$ cat config.mk
export PLATFORM = sky130hd
export DESIGN_NAME = rf_dump_streamer
export DESIGN_NICKNAME = d
export VERILOG_FILES = /design/src/rtl/rf_dbg_pkg.sv /design/src/rtl/rf_dump_ser.sv /design/src/rtl/rf_dump_streamer.sv
export SDC_FILE = /design/constraint.sdc
export NUM_CORES = 1
export LEC_CHECK = 0
export CAP_MARGIN = 20
export CELL_PAD_IN_SITES_DETAIL_PLACEMENT = 0
export CELL_PAD_IN_SITES_GLOBAL_PLACEMENT = 1
export CORE_AREA = 2 2 77 79
export CTS_BUF_LIST = sky130_fd_sc_hd__clkbuf_4 sky130_fd_sc_hd__clkbuf_8
export DETAILED_ROUTE_END_ITERATION = 16
export DIE_AREA = 0 0 79 81
export HOLD_SLACK_MARGIN = 0.08
export MAX_ROUTING_LAYER = met4
export PLACE_DENSITY = 0.86
export SETUP_SLACK_MARGIN = 0.05
export SLEW_MARGIN = 0
export SYNTH_ARGS = -nofsm -noshare
export SYNTH_HDL_FRONTEND = slang
export SYNTH_SLANG_ARGS = --single-unit
$ cat constraint.sdc
create_clock -name clk -period 2.7 [get_ports clk]
set_input_delay 0.54 -clock clk [delete_from_list [all_inputs] [get_ports clk]]
set_output_delay 0.54 -clock clk [all_outputs]
set_load 0.02 [all_outputs]
$ cat src/rtl/rf_dbg_pkg.sv
// Shared definitions for the register-file debug readout path.
package rf_dbg_pkg;

  // Dump engine sequencing states.
  typedef enum logic [2:0] {
    IDLE,
    HDR,
    LOAD,
    DATA,
    CSUM,
    DONE
  } dump_state_e;

  // Register file geometry, shared with the register file itself.
  localparam int unsigned RF_NUM_REGS = 8;
  localparam int unsigned RF_REG_W    = 32;

  // Frame marker sent ahead of the register bytes.
  localparam logic [7:0] DUMP_HEADER = 8'hA5;

endpackage

$ cat src/rtl/rf_dump_ser.sv
// Register-to-byte serializer: holds one register word and presents it
// MSB byte first, with a counter that flags the final byte of the word.
module rf_dump_ser #(
  parameter int unsigned REG_W = 32
) (
  input  logic             clk,
  input  logic             rst,
  input  logic             load,
  input  logic             shift,
  input  logic [REG_W-1:0] din,
  output logic [7:0]       byte_out,
  output logic             last
);

  localparam int unsigned BYTES = REG_W / 8;
  localparam int unsigned CNT_W = (BYTES > 1) ? $clog2(BYTES) : 1;

  logic [REG_W-1:0] shreg;
  logic [CNT_W-1:0] cnt;

  // Word shift register: capture on load, move next byte to the top on shift.
  always_ff @(posedge clk) begin
    if (load) begin
      shreg <= din;
    end else if (shift) begin
      shreg <= shreg << 8;
    end
  end

  // Byte counter within the current word; restarts on every load.
  always_ff @(posedge clk or posedge rst) begin
    if (rst) begin
      cnt <= '0;
    end else if (load) begin
      cnt <= '0;
    end else if (shift) begin
      cnt <= cnt + CNT_W'(1);
    end
  end

  assign byte_out = shreg[REG_W-1 -: 8];
  assign last     = (cnt == CNT_W'(BYTES - 1));

endmodule

$ cat src/rtl/rf_dump_streamer.sv
// Register file dump engine: on start, emits HEADER, every register MSB
// first through a single read port, then an XOR checksum of the data bytes,
// over a byte-wide valid/ready stream.
module rf_dump_streamer
  import rf_dbg_pkg::*;
#(
  parameter int unsigned NUM_REGS = RF_NUM_REGS,
  parameter int unsigned REG_W    = RF_REG_W,
  parameter logic [7:0]  HEADER   = DUMP_HEADER
) (
  input  logic                        clk,
  input  logic                        rst,
  input  logic                        start,
  output logic [$clog2(NUM_REGS)-1:0] rd_reg,
  input  logic [REG_W-1:0]            rd_data,
  output logic [7:0]                  tx_data,
  output logic                        tx_valid,
  input  logic                        tx_ready,
  output logic                        busy,
  output logic                        done
);

  localparam int unsigned IDX_W = $clog2(NUM_REGS);

  dump_state_e      state;
  dump_state_e      state_nxt;
  logic [IDX_W-1:0] idx;
  logic [7:0]       checksum;
  logic [7:0]       ser_byte;
  logic             ser_last;
  logic             ser_load;
  logic             ser_shift;
  logic             frame_clr;
  logic             idx_inc;
  logic             idx_clr;
  logic             idx_last;

  assign idx_last = (idx == IDX_W'(NUM_REGS - 1));
  assign rd_reg   = idx;

  rf_dump_ser #(
    .REG_W (REG_W)
  ) u_ser (
    .clk      (clk),
    .rst      (rst),
    .load     (ser_load),
    .shift    (ser_shift),
    .din      (rd_data),
    .byte_out (ser_byte),
    .last     (ser_last)
  );

  // Sequencer state register.
  always_ff @(posedge clk or posedge rst) begin
    if (rst) begin
      state <= IDLE;
    end else begin
      state <= state_nxt;
    end
  end

  // Next state, stream outputs and datapath strobes; a byte moves only when
  // tx_ready is seen while tx_valid is up, otherwise everything holds.
  always_comb begin
    state_nxt = state;
    tx_valid  = 1'b0;
    tx_data   = 8'h00;
    busy      = 1'b0;
    done      = 1'b0;
    ser_load  = 1'b0;
    ser_shift = 1'b0;
    frame_clr = 1'b0;
    idx_inc   = 1'b0;
    idx_clr   = 1'b0;
    case (state)
      IDLE: begin
        if (start) begin
          frame_clr = 1'b1;
          state_nxt = HDR;
        end
      end
      HDR: begin
        busy     = 1'b1;
        tx_valid = 1'b1;
        tx_data  = HEADER;
        if (tx_ready) begin
          state_nxt = LOAD;
        end
      end
      LOAD: begin
        busy      = 1'b1;
        ser_load  = 1'b1;
        state_nxt = DATA;
      end
      DATA: begin
        busy     = 1'b1;
        tx_valid = 1'b1;
        tx_data  = ser_byte;
        if (tx_ready) begin
          ser_shift = 1'b1;
          if (ser_last) begin
            if (idx_last) begin
              state_nxt = CSUM;
            end else begin
              idx_inc   = 1'b1;
              state_nxt = LOAD;
            end
          end
        end
      end
      CSUM: begin
        busy     = 1'b1;
        tx_valid = 1'b1;
        tx_data  = checksum;
        if (tx_ready) begin
          idx_clr   = 1'b1;
          state_nxt = DONE;
        end
      end
      DONE: begin
        done      = 1'b1;
        state_nxt = IDLE;
      end
      default: begin
        state_nxt = IDLE;
      end
    endcase
  end

  // Register index and running checksum of the data bytes already sent.
  always_ff @(posedge clk or posedge rst) begin
    if (rst) begin
      idx      <= '0;
      checksum <= 8'h00;
    end else if (frame_clr) begin
      idx      <= '0;
      checksum <= 8'h00;
    end else begin
      if (ser_shift) begin
        checksum <= checksum ^ ser_byte;
      end
      if (idx_inc) begin
        idx <= idx + IDX_W'(1);
      end else if (idx_clr) begin
        idx <= '0;
      end
    end
  end

endmodule

After elaboration in Yosys (flattened, before gate mapping)
Cells that the tools add are included.
{ "word_totals": {"regBits": 48, "in_bits": 36, "elab_cells": 57} }
{ "classes": {"n_addsub": 2, "n_reduce_logical": 7, "n_bitwise": 1, "n_eq_ne": 12, "mux": 30} }
{ "ops": {"columns": ["cell", "n"], "rows": [
  ["two-way mux 32 bit", 2],
  ["two-way mux 3 bit", 9],
  ["one-hot mux 8 bit (3 select lines)", 1],
  ["two-way mux 8 bit", 2],
  ["one-hot mux 3 bit (5 select lines)", 1],
  ["two-way mux 1 bit", 13],
  ["inequality test 2 bit (second input constant)", 5],
  ["equality test 3 bit (second input constant)", 3],
  ["bitwise XOR 8 bit", 1],
  ["equality test 3 x 2 -> 1 bit (second input constant)", 2],
  ["AND reduction 5 bit", 1],
  ["two-way mux 2 bit", 2],
  ["nonzero test 2 bit", 2],
  ["OR reduction 4 bit", 1],
  ["adder 3 x 1 -> 3 bit (second input constant)", 1],
  ["equality test 3 x 1 -> 1 bit (second input constant)", 1],
  ["zero test 3 bit", 1],
  ["nonzero test 3 bit", 1],
  ["OR reduction 3 bit", 1],
  ["adder 2 x 1 -> 2 bit (second input constant)", 1],
  ["equality test 2 bit (second input constant)", 1]
]} }

Logic depth before layout (Yosys ltp)
{ "depth": {"ltp_word": 7, "depth_mapped": 6, "ltp_nobuf": 5} }

Modules after synthesis
From an unflattened synthesis, not the netlist that was laid out.
{ "unflattened": {"cells_unflattened": 180, "hier_area_um2": 2459.9} }
{ "modules_own_cells": {"columns": ["module", "seq_area_each_um2", "cells_each", "area_each_um2", "n_inst"], "rows": [
  ["rf_dump_ser", 1011.0, 85, 1566.5, 1],
  ["rf_dump_streamer", 350.3, 95, 893.4, 1]
]} }

Worst setup path before layout
OpenSTA, ideal clock, no wires.
{ "synth_timing": {"kind": "reg-to-reg", "start": "register state[2]", "end": "register u_ser.shreg[0] (enable)", "setup_ns": 0.390, "period_less_slack_ns": 2.150, "arrival_time_ns": 1.759, "path_stages_with_launch": 6, "path_slack_ns": 0.550, "n_path_buf": 2, "path_cell_list": "dfrtp_1 -> and3b_1 -> buf_4 -> and2_4 -> buf_6 -> or2_1"} }
{ "synth_via": {"elab_chain_cells": 3} }
{ "synth_lines": {"columns": ["item", "line", "source"], "rows": [
  ["start: declaration", "rf_dump_streamer.sv:25", "dump_state_e state;"],
  ["start signal: assignment", "rf_dump_streamer.sv:58", "state <= state_nxt;"],
  ["equality test 3 x 2 -> 1 bit", "rf_dump_streamer.sv:75", "case (state)"],
  ["two-way mux 1 bit", "rf_dump_streamer.sv:75", null],
  ["nonzero test 2 bit (no line) (*)", null, null],
  ["end signal: assignment", "rf_dump_ser.sv:24", "shreg <= din;"],
  ["end signal: assignment", "rf_dump_ser.sv:26", "shreg <= shreg << 8;"],
  ["end: declaration", "rf_dump_ser.sv:18", "logic [REG_W-1:0] shreg;"]
]} }
Every way passes the cells marked *; elsewhere a longest branch is shown, timed or not.
A chain may end at the register's enable or synchronous reset.

Final worst setup path
{ "layout_timing": {"start": "register state[2]", "end": "output tx_data[1]"} }
{ "layout_via": {"elab_chain_cells": 2} }
{ "layout_lines": {"columns": ["item", "line", "source"], "rows": [
  ["equality test 3 bit, or another cell as far along", "rf_dump_streamer.sv:75", null],
  ["one-hot mux 8 bit (3 select lines) (*)", "rf_dump_streamer.sv:75", null],
  ["end: declaration", "rf_dump_streamer.sv:16", "output logic [7:0] tx_data,"]
]} }
Marked as above.

==> metrics.md <==
| Metric | Value |
|---|---|
| Fill count | `517` |
| PortBufs | `49` |
| Grt ovf | `0` |
| Number of synthesis warnings | `0` |
| Worst-skew pair later-pin latency | `0.30 ns` |
| Synth Area in XOR/XNOR | `0.00768` |
| Setup Skew | `0.00737 ns` |
| Pins Over Slew Limit | `0` |
| Critical path type | `flip-flop to output pin` |
| Drt first pass iters | `4` |
| DR WL met2 | `1910 um` |
| Vias per cell | `4.88` |
| DP Cell Count | `283` |
| CP max FO | `13` |
| Met1 WL | `1770 um` |
| Area Overhead vs Synth | `30.4%` |
| Post-synth EDFFs | `32` |
| Vias in the first global route | `1,442` |
| Multi-input logic area | `863 sq um` |
| TritonCTS buffer count | `5` |
| Post-layout util | `0.524` |
| FF+latch count, synth | `48` |
| H-tree depth | `2` |
| Peak supply drop | `0.497 mV` |
| Regs by FF count | `u_ser.shreg (32), checksum (8)` |
| Routed wl met3 | `244 um` |
| Reg with most FFs | `u_ser.shreg` |
| Simple-gate share of the synthesized area | `0.124` |
| Synthesized area | `2280 sq um` |
| CTS root buffer | `clkbuf_8` |
| Largest register FFs | `32` |
| CP Launch Type | `flip-flop` |
| Top Layer Used | `met4` |
| RSZ-0062 raised after global routing | `no` |
| Nets | `254` |
| Syn_nets | `204` |
| Drt wl/cell | `13.7 um` |
| Sequential area share after synthesis | `0.596` |
| Core area | `5680 sq um` |
| Register area | `1370 sq um` |
| Sink Count | `48` |
| Die Wd | `79 um` |
| Vias | `1,420` |
| Distinct cells, synth | `31` |
| Critical Path End Type | `output pin` |
| Share of layout cells above drive strength 1 | `0.213` |
| Global-route wire length before repair | `6690 um` |
| I/O pin total | `50` |
| Gpl congestion | `0.814` |
| Max Cap Viol | `0` |
| Vert. Die Dim | `81 um` |
| Hold WC Path Type | `flip-flop to flip-flop` |
| WP data arrival | `1.97 ns` |
| Row count | `28` |
| DP HPWL | `2770 um` |
| Die ar. | `6400 sq um` |
| Total GRT Usage | `0.140` |
| Primary FF master, synth | `edfxtp_1` |
| Clock transition at path regs | `0.09 ns` |
| Fin crit share | `0.928` |
| Sum of negative setup slack | `0 ns` |
| Non-filler instance count after layout | `291` |
| Mapped Cells | `165` |
| Post-synthesis mux area share | `0.173` |
| Adder-cell share of the synthesized area | `0.0164` |
| Clock Path Buffers | `2` |
| Routed Antenna Nets | `0` |
| CP required | `2.16 ns` |
| Final Setup Violations | `0` |
| Tmin final | `2.51 ns` |
| Leakage | `1.21 nW` |
| Async set-reset flop share out of synthesis | `0.333` |
| Ant. Diodes | `0` |
| Largest family of logic cells by synthesized area | `multiplexers` |
| Pwr/cell area | `1060 nW/um^2` |
| CTS tree | `done` |
| Max_slew headroom | `0.579` |
| Max Clock Freq | `399 MHz` |
| Drt drc | `0` |
| Status | `complete, no violations` |
| 1st-iter DRT viols | `61` |
| Largest net degree at the start of global routing | `31` |
| Fin. Hold Viols | `0` |
| Least-Margin Pin Slew | `0.631 ns` |
| Syn_area_per_cell | `13.8 sq um` |
| Routed Wire Length | `3980 um` |
| Synth Area in Compound Gates | `0.0559` |
| Initial antenna violation count | `0` |
| Initial core utilization | `0.402` |
==> cell families (layout without fill, tap and decap cells) <==
family,count (synthesis),after routing
simple gates,50,50
xor+xnor,2,2
fa+ha+maj,3,3
mux,36,36
flops,48,48
compound gates,16,16
buf+inv,10,61
==> power breakdown <==
part	switching, W	internal (W)	total [W]	leakage [nW]
Sequential	0.000165	0.00127	0.00143	0.520
Combinational	0.000557	0.000665	0.00122	0.632
Clock	0.000237	0.000274	0.000511	0.0558
Total	0.000959	0.00220	0.00316	1.21
==> synthesized netlist by cell type (all sizes together), types with 2 or more instances <==
cell | n | area [sq um]
nand2b | 5 | 31.3
dfrtp | 16 | 400
or2 | 2 | 12.5
nand2 | 19 | 71.3
edfxtp | 32 | 961
a22o | 10 | 87.6
ha | 3 | 37.5
nor2 | 4 | 15.0
a21oi | 2 | 13.8
mux2 | 27 | 304
xnor2 | 2 | 17.5
buf | 8 | 53.8
and2 | 10 | 65.1
nand3 | 2 | 10.0
mux2i | 9 | 90.1
and3b | 2 | 17.5
nand3b | 2 | 15.0
==> placed cells by master (no fill, tap or decap), drive strengths merged, types with 2 or more instances in the layout <==
cell,count
mux2,27
xnor2,2
clkdlybuf4s50,49
nand2b,5
edfxtp,32
dfrtp,16
ha,3
nand2,19
and2,10
or2,2
clkbuf,5
mux2i,9
nand3,2
clkinv,2
a22o,10
nor2,4
buf,3
and3b,2
a21oi,2
nand3b,2
==> what timing repair did <==
action,CTS,global route
gates resized for setup,2,4
setup endpoints to repair,9,9
setup buffers,0,0
hold buffers,0,0
==> area by class of cell <==
type                            count  area share
Clock buffer                        5      0.0231
Clock inverter                      3      0.0143
Inverter                            1     0.00126
Multi-Input combinational cell    107       0.290
Sequential cell                    48       0.459
Tap cell                           75      0.0315
Timing Repair Buffer               52       0.181
==> final timing paths <==
path | start | endpoint | slack (ns) | depth (start not counted)
worst max-delay path | state[2]$_DFFE_PP0P_ | tx_data[1] | 0.19 | 3
worst min-delay path | checksum[1]$_DFFE_PP0P_ | checksum[1]$_DFFE_PP0P_ | 0.48 | 1
worst max register to register | state[1]$_DFFE_PP0P_ | u_ser.shreg[16]$_DFFE_PP_ | 0.76 | 3
worst min register to register | checksum[1]$_DFFE_PP0P_ | checksum[1]$_DFFE_PP0P_ | 0.48 | 1
max in group asynchronous | rst | state[1]$_DFFE_PP0P_ | 1.65 | 2
min in group asynchronous | rst | rd_reg[1]$_DFFE_PP0P_ | 0.61 | 2
==> critical path: stages (launching register included) <==
cell	delay [ns]
dfrtp_2	0.51
and3b_2	0.37
a22o_1	0.18
clkdlybuf4s50_1	0.60
==> metal layers <==
metal | vias up | global-route usage
met1 | 674 | 0.170
met4 | 0 | 0.0466
li1 | 703 | -
met5 | - | -
met2 | 37 | 0.225
met3 | 6 | 0.0456
==> per-stage QoR <==
stage               area (sq um)  total power (W)  worst slack [ns]  hold WS [ns]
global route                2980          0.00337             0.105         0.502
finish                      2980          0.00316             0.195         0.478
CTS                         2970          0.00320            0.0850         0.479
detailed placement          2860          0.00268             0.309         0.467
global placement            2860          0.00264             0.334         0.460
floorplan                   2280          0.00227             0.550         0.445
(Power assumes the default switching activity.)
